<file path="src/rtl/bus_demux1to4.sv">
`timescale 1ns/1ps
// bus_demux1to4: routes one initiator transfer to one of four targets chosen by Addr[13:12].
// Latency: TReq rises one cycle after Req; Ack/Err one cycle after the selected TAck or timeout.
// Backpressure: Req is ignored in BUSY and RESP; a held Req starts the next transfer from IDLE.
module bus_demux1to4 #(
  parameter int TIMEOUT = 16
) (
  input  logic        CLK,
  input  logic        RST,
  input  logic        Req,
  input  logic        We,
  input  logic [31:0] Addr,
  input  logic [31:0] WData,
  output logic        Ack,
  output logic        Err,
  output logic [31:0] RData,
  output logic [3:0]  TReq,
  output logic        TWe,
  output logic [31:0] TAddr,
  output logic [31:0] TWData,
  input  logic [3:0]  TAck,
  input  logic [31:0] TRData0,
  input  logic [31:0] TRData1,
  input  logic [31:0] TRData2,
  input  logic [31:0] TRData3
);

  // Counter only needs to reach TIMEOUT-1: the timeout fires on the edge where it sits there.
  localparam int CW = (TIMEOUT > 1) ? $clog2(TIMEOUT) : 1;

  typedef enum logic [1:0] {
    IDLE = 2'd0,
    BUSY = 2'd1,
    RESP = 2'd2
  } state_t;

  state_t          r_state;
  state_t          w_next;
  logic [31:0]     r_addr;
  logic [31:0]     r_wdata;
  logic            r_we;
  logic [CW-1:0]   r_cnt;

  logic [1:0]      w_sel;
  logic            w_busy;
  logic            w_tack_sel;
  logic            w_timeout;
  logic [31:0]     w_trdata_sel;

  // Select the addressed target's acknowledge and read data; other targets are never looked at.
  always_comb begin
    w_sel        = r_addr[13:12];
    w_busy       = (r_state == BUSY);
    w_tack_sel   = TAck[w_sel];
    w_timeout    = (r_cnt == CW'(TIMEOUT - 1));
    w_trdata_sel = 32'h0;
    case (w_sel)
      2'd0: w_trdata_sel = TRData0;
      2'd1: w_trdata_sel = TRData1;
      2'd2: w_trdata_sel = TRData2;
      2'd3: w_trdata_sel = TRData3;
      default: w_trdata_sel = 32'h0;
    endcase
  end

  // Next-state logic: acknowledge takes priority over timeout by sharing the same exit to RESP.
  always_comb begin
    w_next = r_state;
    case (r_state)
      IDLE:    if (Req) w_next = BUSY;
      BUSY:    if (w_tack_sel || w_timeout) w_next = RESP;
      RESP:    w_next = IDLE;
      default: w_next = IDLE;
    endcase
  end

  // State register; reset drops straight back to IDLE, which also kills TReq combinationally.
  always_ff @(posedge CLK or posedge RST) begin
    if (RST) r_state <= IDLE;
    else     r_state <= w_next;
  end

  // Request latch, BUSY cycle counter and the registered completion outputs.
  always_ff @(posedge CLK or posedge RST) begin
    if (RST) begin
      r_addr  <= 32'h0;
      r_wdata <= 32'h0;
      r_we    <= 1'b0;
      r_cnt   <= '0;
      Ack     <= 1'b0;
      Err     <= 1'b0;
      RData   <= 32'h0;
    end else begin
      // Ack/Err are only ever set for the single RESP cycle.
      Ack <= 1'b0;
      Err <= 1'b0;
      case (r_state)
        IDLE: begin
          if (Req) begin
            r_addr  <= Addr;
            r_wdata <= WData;
            r_we    <= We;
            r_cnt   <= '0;
          end
        end
        BUSY: begin
          if (w_tack_sel) begin
            Ack   <= 1'b1;
            RData <= r_we ? 32'h0 : w_trdata_sel;
          end else if (w_timeout) begin
            Err   <= 1'b1;
            RData <= 32'h0;
          end else begin
            r_cnt <= r_cnt + CW'(1);
          end
        end
        default: ;
      endcase
    end
  end

  // Target-side outputs carry the latched transfer only while BUSY and are zero otherwise.
  always_comb begin
    TReq   = w_busy ? (4'b0001 << w_sel) : 4'b0000;
    TWe    = w_busy ? r_we : 1'b0;
    TAddr  = w_busy ? r_addr : 32'h0;
    TWData = w_busy ? r_wdata : 32'h0;
  end

endmodule
</file>
<file path="config.mk">
export PLATFORM = sky130hd
export DESIGN_NAME = bus_demux1to4
export DESIGN_NICKNAME = d
export VERILOG_FILES = /design/src/rtl/bus_demux1to4.sv
export SDC_FILE = /design/constraint.sdc
export NUM_CORES = 1
export LEC_CHECK = 0
export BUFFER_PORTS_ARGS = -buffer_cell sky130_fd_sc_hd__buf_2
export CAP_MARGIN = 10
export CORE_AREA = 2 2 117 119
export CTS_CLUSTER_SIZE = 8
export DETAILED_ROUTE_END_ITERATION = 12
export DIE_AREA = 0 0 119 121
export PLACE_DENSITY = 0.79
export SLEW_MARGIN = 20
export SYNTH_ARGS = -nofsm -noshare
export SYNTH_HDL_FRONTEND = slang
export SYNTH_SLANG_ARGS = --single-unit
</file>
<file path="constraint.sdc">
create_clock -name CLK -period 8.9 [get_ports CLK]
set_input_delay 1.78 -clock CLK [delete_from_list [all_inputs] [get_ports CLK]]
set_output_delay 1.78 -clock CLK [all_outputs]
set_load 0.005 [all_outputs]
</file>
# Word-level counts from Yosys, hierarchy flattened
# Cells that the tools add are included.
# W data, S select, Z words.
totals:
  ramBits: 0
  in_bits: 200
  out_inout_bits: 103
  mem_bits_ro: 0
  mem_count: 0
  latch_bits: 0
  wordCells: 51
  reg_bits: 105
op_classes:
  shift: 1
  n_reduce_logical: 9
  eq_ne: 9
  mux: 22
  bitwise: 0
  n_lt_le_gt_ge: 1
  multipliers: 0
  add_sub_neg: 1
  div_mod_pow: 0
op_table:
  columns: ["op", "n"]
  rows:
  - ["$mux W32", 5]
  - ["$pmux W32 S4", 1]
  - ["$mux W4", 4]
  - ["$pmux W4 S2", 1]
  - ["$mux W1", 7]
  - ["$ne A2 B2 Y1 const B", 3]
  - ["$reduce_and A2 Y1", 3]
  - ["$add A4 B1 Y4 const B", 1]
  - ["$eq A2 B1 Y1 const B", 2]
  - ["$eq A2 B2 Y1 const B", 2]
  - ["$eq A4 B4 Y1 const B", 1]
  - ["$logic_not A2 Y1", 2]
  - ["$mux W2", 2]
  - ["$pmux W2 S2", 1]
  - ["$reduce_and A4 Y1", 1]
  - ["$reduce_bool A2 Y1", 2]
  - ["$shl A1 B2 Y4 const A", 1]
  - ["$lt A2 B3 Y1 const B", 1]
  - ["$bmux W1 S2", 1]
  - ["$ne A2 B1 Y1 const B", 1]
  - ["$logic_or A1 B1 Y1", 1]

# Depth between registers and ports, before layout
logic_depth:
  ltp_word: 5
  ltp_mapped: 6
  ltp_nobuf: 4

# Least setup slack after synthesis
# Ideal clock, no wire load.
synth_timing:
  kind: "flip-flop to output port"
  startpoint: "reg r_addr[13]"
  endpoint: "out TReq[2]"
  setup_slack_ns: 5.820
  arrival_time_ns: 1.300
  path_buffers: 2
  t_required_ns: 7.120
  path_stages_with_launch: 5
  path_cell_list: "dfrtp_1 > clkbuf_1 > clkbuf_1 > and2_1 > nor2b_1"
synth_via:
  elab_chain_len: 2
synth_rtl:
  columns: ["element", "line_no", "text"]
  rows:
  - ["start, declared", "39", "logic [31:0] r_addr;"]
  - ["start signal, assigned", "100", "r_addr <= Addr;"]
  - ["$shl A1 B2 Y4", "124", "TReq = w_busy ? (4'b0001 << w_sel) : 4'b0000;"]
  - ["$mux W4", "124", null]
  - ["end, declared", "17", "output logic [3:0] TReq,"]
# Every way passes these cells.

# Worst setup path in the final report
layout_timing:
  startpoint: "reg r_state[0]"
  endpoint: "out TWData[30]"
layout_via:
  elab_chain_len: 2
layout_rtl:
  columns: ["element", "line_no", "text"]
  rows:
  - ["start, declared", "37", "state_t r_state;"]
  - ["start signal, assigned", "80", "else r_state <= w_next;"]
  - ["$eq A2 B1 Y1", "53", "w_busy = (r_state == BUSY);"]
  - ["$mux W32", "127", "TWData = w_busy ? r_wdata : 32'h0;"]
  - ["end, declared", "20", "output logic [31:0] TWData,"]
# Every way passes these cells.

==> run metrics <==
run status=finished clean; clk sinks=105; nets=986; Ys Warns=0; vias per cell=4.91; CTS root buf=clkbuf_16; Worst Setup End Kind=output port; sequential fraction of the synthesis area=50.9%; Die Area=14400 um2; final period utilization=39.7%; Gate Count Post-Synth=500; Fmax=283 MHz; CTS tree=done; setup_tns=0 ns; Setup Skew=0.00327 ns; critical setup path kind=register to output port; WL final=15.5 mm; unrepaired setup endpoints after global routing=no; CTS H-tree lvls=3; total track usage=21.6%; Yosys cell types=27; DR iter-0 viols=372; Final Max Tran Viols=0; # DRC=0; vias in the first global route=4593; cts repair resizes=0; Filler cells=1187; worst-path cell chain=nor2b_4 > buf_12 > and2_1 > buf_2; P per Cell Area=310 nW/um2; most common cell after layout, fill and taps aside=buf_2; Vias=4741; total gr overflow=0; hold buffer count at cts=0; final number of hold-violating endpoints=0; Post-Syn Area=5160 um2; Post-CTS Setup Bufs=0; Yosys reg bits=105; clock slew at reported path FFs=0.06 ns; antenna cells=0; CP required=7.12 ns; CP max stage delay=0.47 ns; share of layout cells above drive strength 1=46.3%; Ports=303; CP bufs+invs=2; maxcap violations=0; DP HPWL=11.9 mm; Worst setup SP type=register; Area growth, synth to finish=38.0%; WP data arrival=1.75 ns; slowest library cell on the worst path=nor2b_4; Leakage=3.96 nW; initial core utilization=39.5%; Syn Area/Cell=10.3 um2; initial antenna violation count=0; slew at the pin with the worst max-slew slack=0.912 ns; r2r setup slk=6.20 ns; largest net degree at the start of global routing=73; GP Congestion=0.946; clk_lat worst skew=0.34 ns; Hold WC Path Type=register to register; IR drop worst, VDD=0.184 mV; Max Root-Sink Buffers=2; Post-DP Area=6850 um2; first-pass GRT wire length=24.2 mm; DIE WIDTH=119 um; row count=42; CP delay by family, top=simple AND/OR/NAND/NOR gates; Pre-Repair DR Iteration Count=5; most frequent cells in the layout=buf_2 (302), nand2_1 (198), dfrtp_1 (104); Core Region=13100 um2; syn_nets=701; Die H=121 um; Final setup viols=0; antenna-violating nets left=0; Max transition margin=39.2%; I/O Buffers=302; Tmin final=3.53 ns; WL/cell=16.1 um; fin area=7120 um2; worst-path maximum fanout=46; cts bufs inserted=9
[worst reg2reg max path, cell delays in order (launching register included)]
cell and delay (ns):
dfrtp_2 0.34, buf_4 0.52, mux4_2 0.74, o21ai_2 0.46, buf_4 0.37, a22o_1 0.22
[sequential cells by signal, summed over array words and instances (netlist names)]
register,cells
r_wdata,32
r_addr,32
Ack,1
Err,1
r_we,1
RData,32
r_state,2
r_cnt,4
[layout make-up]
type,instances,area (um2),share of cell area [%]
Multi-Input combinational cell,353,2380,33.5
Tap cell,176,220,3.09
Timing Repair Buffer,311,1590,22.3
Clock buffer,14,264,3.71
Inverter,5,21.3,0.299
Sequential cell,105,2630,36.9
Clock inverter,2,12.5,0.176
[stage by stage]
| stage | util [%] | std cells | hold WS (ns) | setup WS [ns] | total power [mW] |
|---|---|---|---|---|---|
| global route | 54.4 | 966 | 0.489 | 5.20 | 2.39 |
| CTS | 54.4 | 966 | 0.469 | 5.31 | 2.24 |
| finish | 54.4 | 966 | 0.465 | 5.37 | 2.21 |
| detailed placement | 52.3 | 950 | 0.454 | 5.36 | 1.86 |
| floorplan | - | 500 | 0.437 | 4.36 | 1.46 |
| global placement | 52.2 | 949 | 0.450 | 5.26 | 1.81 |
[Yosys cell counts (all sizes together)]
cell	count	area (um2)
o21ai	1	8.76
and3	2	12.5
inv	5	18.8
nor2b	3	18.8
nor3b	2	20.0
nor4	1	6.26
nand3	1	5.00
o211a	1	10.0
and2	66	413
or4	1	7.51
o31a	1	8.76
nand2b	2	12.5
a311oi	1	8.76
mux4	33	743
clkbuf	26	97.6
nor3	4	25.0
mux2i	2	20.0
or3b	1	8.76
dfrtp	105	2630
buf	11	53.8
a22o	32	280
nand2	198	743
ha	1	12.5
[worst paths after layout]
| path | from | endpoint | depth (start not counted) |
|---|---|---|---|
| hold / removal | r_wdata[6]$_DFFE_PP0P_ | r_wdata[6]$_DFFE_PP0P_ | 2 |
| setup reg to reg | r_addr[12]$_DFFE_PP0P_ | RData[19]$_DFFE_PP0P_ | 5 |
| min in group asynchronous | RST | r_wdata[12]$_DFFE_PP0P_ | 2 |
| setup / recovery | r_state[0]$_DFFE_PP0P_ | TWData[30] | 4 |
| hold reg to reg | r_wdata[6]$_DFFE_PP0P_ | r_wdata[6]$_DFFE_PP0P_ | 2 |
| max in group asynchronous | RST | r_wdata[1]$_DFFE_PP0P_ | 3 |
[kinds of logic after synthesis]
family	count (synthesis)	share of synthesized area [%]
and+or+nand+nor	281	24.6
AOI/OAI and AO/OA	36	6.13
adders and majority gates	1	0.242
DFF	105	50.9
buffers and inverters	42	3.30
muxes	35	14.8
[metal layers]
layer  global-route usage, %  up-vias  wire [um]
li1                        -     2235          -
met1                    29.1     2239       6330
met2                    33.5      240       7550
met3                    6.58       27       1300
met4                    7.14        0        365
met5                       0        -          0
[report_power, final]
part	leakage, nW	switching [mW]	internal [mW]
sequential	1.32	0.116	0.692
combinational	2.51	0.526	0.504
clock	0.133	0.163	0.205
No activity file was read; power rests on OpenSTA's default activity.
